### src/rtl/uart_pkg.sv
// Shared definitions for the UART receive path: receiver state encodings and
// frame-format constants.
package uart_pkg;

  localparam logic [1:0] ST_IDLE  = 2'd0;
  localparam logic [1:0] ST_START = 2'd1;
  localparam logic [1:0] ST_DATA  = 2'd2;
  localparam logic [1:0] ST_STOP  = 2'd3;

  localparam int   DATA_BITS  = 8;
  localparam logic IDLE_LEVEL = 1'b1;

endpackage

### src/rtl/sync_fifo.sv
// Single-clock first-word-fall-through FIFO with registered empty/full flags.
// The extra pointer MSB separates the full and empty cases after wrap-around.
module sync_fifo #(
  parameter int DW = 8,
  parameter int AW = 4
) (
  input  logic          clk,
  input  logic          rst_n,
  input  logic          wr_en,
  input  logic [DW-1:0] wr_data,
  input  logic          rd_en,
  output logic [DW-1:0] rd_data,
  output logic          empty,
  output logic          full
);

  logic [DW-1:0] mem [2**AW];
  logic [AW:0]   wr_ptr, rd_ptr;
  logic [AW:0]   wr_ptr_nxt, rd_ptr_nxt;
  logic          do_rd, do_wr;

  // A read while empty is ignored, so a same-cycle write to an empty FIFO is
  // never bypassed. A read while full frees the slot the write lands in.
  assign do_rd      = rd_en && !empty;
  assign do_wr      = wr_en && (!full || do_rd);
  assign wr_ptr_nxt = wr_ptr + (AW+1)'(do_wr);
  assign rd_ptr_nxt = rd_ptr + (AW+1)'(do_rd);

  // NOTE: state uses non-blocking assignments so every flop samples the
  // pre-edge values of its inputs regardless of block ordering.
  always_ff @(posedge clk or negedge rst_n) begin
    if (!rst_n) begin
      wr_ptr <= '0;
      rd_ptr <= '0;
      empty  <= 1'b1;
      full   <= 1'b0;
    end else begin
      wr_ptr <= wr_ptr_nxt;
      rd_ptr <= rd_ptr_nxt;
      empty  <= (wr_ptr_nxt == rd_ptr_nxt);
      full   <= (wr_ptr_nxt[AW] != rd_ptr_nxt[AW]) &&
                (wr_ptr_nxt[AW-1:0] == rd_ptr_nxt[AW-1:0]);
    end
  end

  // NOTE: storage is deliberately not reset; the pointers and empty flag
  // already mask stale contents, and a reset would block RAM inference.
  always_ff @(posedge clk) begin
    if (do_wr) mem[wr_ptr[AW-1:0]] <= wr_data;
  end

  assign rd_data = empty ? '0 : mem[rd_ptr[AW-1:0]];

endmodule

### src/rtl/uart_rx_fifo.sv
// 8N1 UART receiver feeding a FWFT byte FIFO. The bit-period counter is
// re-aligned on every start-bit falling edge seen on the synchronised line.
module uart_rx_fifo
  import uart_pkg::*;
#(
  parameter int BAUD_DIV = 868,
  parameter int FIFO_AW  = 4
) (
  input  logic       clk,
  input  logic       rst_n,
  input  logic       rx,
  input  logic       rd_en,
  output logic [7:0] rd_data,
  output logic       empty,
  output logic       full,
  output logic       frame_err,
  output logic       overflow
);

  localparam int            CW       = $clog2(BAUD_DIV);
  localparam logic [CW-1:0] CNT_HALF = CW'(BAUD_DIV/2 - 1);
  localparam logic [CW-1:0] CNT_LAST = CW'(BAUD_DIV - 1);
  localparam logic [2:0]    IDX_LAST = 3'(DATA_BITS - 1);

  logic                 rx_meta, rx_s;
  logic [1:0]           state;
  logic [CW-1:0]        cnt;
  logic [2:0]           idx;
  logic [DATA_BITS-1:0] shreg;
  logic                 stop_sample, good_byte, wr_en;

  assign stop_sample = (state == ST_STOP) && (cnt == CNT_LAST);
  assign good_byte   = stop_sample && rx_s;
  // When full, rd_en alone implies a real pop, so it frees the slot.
  assign wr_en       = good_byte && (!full || rd_en);

  always_ff @(posedge clk or negedge rst_n) begin
    if (!rst_n) begin
      rx_meta <= IDLE_LEVEL;
      rx_s    <= IDLE_LEVEL;
    end else begin
      rx_meta <= rx;
      rx_s    <= rx_meta;
    end
  end

  always_ff @(posedge clk or negedge rst_n) begin
    if (!rst_n) begin
      state <= ST_IDLE;
      cnt   <= '0;
      idx   <= '0;
      shreg <= '0;
    end else begin
      case (state)
        ST_IDLE: begin
          cnt <= '0;
          if (rx_s != IDLE_LEVEL) state <= ST_START;
        end
        ST_START: begin
          if (cnt == CNT_HALF) begin
            cnt <= '0;
            idx <= '0;
            // A line already back high at mid-start-bit is treated as noise.
            state <= (rx_s == IDLE_LEVEL) ? ST_IDLE : ST_DATA;
          end else begin
            cnt <= cnt + CW'(1);
          end
        end
        ST_DATA: begin
          if (cnt == CNT_LAST) begin
            cnt   <= '0;
            shreg <= {rx_s, shreg[DATA_BITS-1:1]};
            if (idx == IDX_LAST) state <= ST_STOP;
            else                 idx   <= idx + 3'd1;
          end else begin
            cnt <= cnt + CW'(1);
          end
        end
        default: begin
          if (cnt == CNT_LAST) begin
            cnt   <= '0;
            state <= ST_IDLE;
          end else begin
            cnt <= cnt + CW'(1);
          end
        end
      endcase
    end
  end

  always_ff @(posedge clk or negedge rst_n) begin
    if (!rst_n) begin
      frame_err <= 1'b0;
      overflow  <= 1'b0;
    end else begin
      frame_err <= stop_sample && !rx_s;
      overflow  <= good_byte && full && !rd_en;
    end
  end

  sync_fifo #(
    .DW(DATA_BITS),
    .AW(FIFO_AW)
  ) u_fifo (
    .clk     (clk),
    .rst_n   (rst_n),
    .wr_en   (wr_en),
    .wr_data (shreg),
    .rd_en   (rd_en),
    .rd_data (rd_data),
    .empty   (empty),
    .full    (full)
  );

endmodule
### config.mk
export PLATFORM = sky130hd
export DESIGN_NAME = uart_rx_fifo
export DESIGN_NICKNAME = d
export VERILOG_FILES = /design/src/rtl/uart_pkg.sv /design/src/rtl/sync_fifo.sv /design/src/rtl/uart_rx_fifo.sv
export SDC_FILE = /design/constraint.sdc
export NUM_CORES = 1
export LEC_CHECK = 0
export CORE_UTILIZATION = 60
export CTS_BUF_LIST = sky130_fd_sc_hd__clkbuf_16
export DETAILED_ROUTE_END_ITERATION = 7
export DONT_BUFFER_PORTS = 1
export GPL_ROUTABILITY_DRIVEN = 0
export PLACE_DENSITY_LB_ADDON = 0.12
export SYNTH_ARGS = -nofsm -noshare
export SYNTH_HDL_FRONTEND = slang
export SYNTH_SLANG_ARGS = --single-unit
### constraint.sdc
create_clock -name clk -period 3.5 [get_ports clk]
set_input_delay 0.35 -clock clk [delete_from_list [all_inputs] [get_ports clk]]
set_output_delay 0.35 -clock clk [all_outputs]
set_load 0.1 [all_outputs]
==> run_results.csv <==
group,metric,value,unit
global_routing,antenna_violations_before_repair,0,
sta,fmax,0.331,GHz
setup_path,regToRegStartpoint,"cnt[0]",
global_routing,pin_count_of_the_biggest_net_entering_global_routing,40,
setup_path,critical_path_arrival,3.35,ns
synthesis,syn_area,6770,um^2
sta,final_hold_viol_count,0,
layout,final_cell_mix,"sky130_fd_sc_hd__edfxtp_1, sky130_fd_sc_hd__dfrtp_1, sky130_fd_sc_hd__mux4_2",
die,core_area,10900,um^2
synthesis,syn-num-nets,389,
sta,fin_setup_tns,0,ns
cts,clock_tree.htree_level_count,4,
setup_path,cp-end-kind,"flop",
layout,fin_area,7740,um^2
sta,clock_skew,0.00536,ns
power,max-vdd-ir-drop,0.661,mV
sta,finalCritPeriodShare,0.862,
detailed_routing,number_of_violations_reported_at_the_end_of_detailed_routing_iteration_0,298,
cts,cts_tree,"yes",
global_routing,first_global_vias,3562,
worst_hold_path,hp-start,"rx_meta",
cts,tritoncts.num_buffers,17,
worst_hold_path,timing.hold.worst_endpoint,"rx_s",
detailed_routing,num_vias,3458,
power,pwr_density_cell,600,nW/um^2
layout,layout_area_growth_over_synthesis,14.3,%
sta,timing_worst_slew_pin_value,0.876,ns
place,dp_slack,0.524,ns
layout,final_common_cell,"sky130_fd_sc_hd__edfxtp_1",
die,rows,38,
layout,post_route_cells_drive_above_1_share,0.277,
detailed_routing,antenna_violating_nets_post_route,0,
setup_path,cp.required,3.83,ns
detailed_routing,post_route_drc,0,
cts,cts_sinks,167,
setup_path,worst_setup_path_start_kind,"flop",
cts,cts_setup_buffers,0,
synthesis,post_synth.cell_area_avg,18.0,um^2
cts,clock-root-buffer,"sky130_fd_sc_hd__clkbuf_16",
sta,report.final.setup_viol,0,
global_routing,track_usage,0.242,
setup_path,worst-r2r-cell-count,11,
setup_path,r2r-end,"u_fifo.empty",
cts,cts_repair_resize_count,0,
run,maxCapViolCount,0,
synthesis,flops_latches_synth,167,
layout,layoutNonFillerInstCount,562,
sta,slew_violations,0,
place,port-buffer-count,0,
synthesis,ys_dominant_reg_cell,"sky130_fd_sc_hd__edfxtp_1",
place,detailedPlacementHpwl,7760,um
global_routing,grt_first_pass_wirelength,19800,um
die,dieWidth,108,um
detailed_routing,totalWireLength,12600,um
global_routing,gr-total-overflow,0,
die,die_h,108,um
setup_path,critical_path_peak_fanout,5,
sta,worst_slew_margin_rel,0.416,
layout,finalNetCount,421,
layout,num-fill-cells,701,
detailed_routing,route.detailed.wl_per_inst,22.5,um
sta,post-route-worst-setup-slack,0.482,ns
layout,n_antenna_cell,0,
power,leakage,3.13,nW
synthesis,synth.lib_cells_used.distinct,49,
setup_path,reg_to_reg_slack_setup,0.48,ns
synthesis,ys_warn_count,0,
synthesis,synthCells,377,
cts,clk_path_buf_depth,2,
sta,finalWorstPathRequiredPeriod,3.02,ns
synthesis,asr_flop_ratio_synth,0.234,
detailed_routing,first_pass_iters,5,
setup_path,setup.worst_path.class,"flop to flop",
cts,cts.clk_slew.worst_paths,0.06,ns
run_status,status,"finished clean",
cts,clk-insertion-delay-late,0.41,ns
detailed_routing,post_drt_via_cell_ratio,6.15,
synthesis,synth_enable_flop_cells,128,
worst_hold_path,worstHoldPathCells,0,
power,finalPower,4.64,mW
cts,cts_hold_bufs,4,
place,placement.cell_area,7140,um^2
place,placedCellCount,526,
die,starting_density_of_the_core,0.619,
synthesis,ys_seq_area_frac,0.712,
die,overall_die_area,11700,um^2
worst_hold_path,hold_path_class,"flop to flop",
die,io-pin-count,16,
sta,rsz0062_at_grt,"no",
[how the worst max path moves through the flow]
stage	cells after the start	startpoint	end
final	11	cnt[0]	u_fifo.empty
after CTS	11	cnt[0]	u_fifo.empty
after detailed placement	11	cnt[0]	u_fifo.empty
after floorplan	5	u_fifo.rd_ptr[1]	rd_data[0]
after global placement	11	cnt[0]	u_fifo.full
after global routing	11	cnt[0]	u_fifo.full
[Yosys cell counts, types with 8 or more instances]
cell type / instances / area (um^2)
sky130_fd_sc_hd__edfxtp_1: 128 / 3840
sky130_fd_sc_hd__dfrtp_1: 36 / 901
sky130_fd_sc_hd__mux4_2: 32 / 721
sky130_fd_sc_hd__nor2_1: 22 / 82.6
sky130_fd_sc_hd__mux2i_1: 16 / 160
sky130_fd_sc_hd__xor2_1: 13 / 114
sky130_fd_sc_hd__nand3_1: 11 / 55.1
sky130_fd_sc_hd__inv_1: 9 / 33.8
sky130_fd_sc_hd__clkbuf_1: 8 / 30.0
sky130_fd_sc_hd__ha_1: 8 / 100
sky130_fd_sc_hd__mux2_2: 8 / 90.1
sky130_fd_sc_hd__o22ai_1: 8 / 50.1
[registers in the layout (all words and copies together) (netlist names), 2 cells and up]
signal / count
shreg: 8
cnt: 10
u_fifo.rd_ptr: 5
state: 2
u_fifo.wr_ptr: 5
u_fifo.mem: 128
idx: 3
[cell families (layout without fill, tap and decap cells)]
family,after synthesis,in the layout,synth area share
AND/OR/NAND/NOR,81,81,0.0682
AO/OA/AOI/OAI,19,19,0.0196
adder cells (fa/ha/maj),8,8,0.0148
flip-flops,167,167,0.712
multiplexers,56,56,0.143
XOR/XNOR,19,19,0.0246
buffers and inverters,27,72,0.0170
[per-layer routing]
| layer | part of all wire | global-route usage |
|---|---|---|
| met5 | 0 | 0 |
| met1 | 0.42 | 0.325 |
| met4 | 0.0086 | 0.0871 |
| met3 | 0.055 | 0.0542 |
| met2 | 0.52 | 0.395 |
[power breakdown]
group | leakage [nW] | switching [mW] | internal [mW]
Combinational | 0.854 | 0.419 | 0.294
Sequential | 2.00 | 0.0562 | 2.15
Clock | 0.276 | 0.697 | 1.02
Total | 3.13 | 1.17 | 3.47
[final cells by class]
type	instances	area [um^2]	share of cell area
multi-input combinational	183	1890	0.245
tap	140	175	0.0226
sequential	167	4820	0.623
inverter	9	33.8	0.00436
clock inverter	15	121	0.0157
clock buffer	17	425	0.0550
timing repair buffer	31	265	0.0343
[through the flow]
step	hold WS (ns)	utilization
floorplan	0.0544	-
global placement	0.0553	0.653
detailed placement	0.0553	0.653
CTS	0.358	0.708
global route	0.363	0.708
finish	0.356	0.708
[critical path, cell delays in order, from the launching register on]
cell	delay, ns
sky130_fd_sc_hd__dfrtp_1	0.41
sky130_fd_sc_hd__ha_1	0.28
sky130_fd_sc_hd__and4bb_2	0.30
sky130_fd_sc_hd__nand4_2	0.12
sky130_fd_sc_hd__or2_2	0.34
sky130_fd_sc_hd__nor2_1	0.12
sky130_fd_sc_hd__ha_1	0.19
sky130_fd_sc_hd__ha_1	0.22
sky130_fd_sc_hd__xor2_1	0.26
sky130_fd_sc_hd__xor2_1	0.10
sky130_fd_sc_hd__or3_1	0.40
sky130_fd_sc_hd__nor3_1	0.21
(Power assumes the default switching activity.)
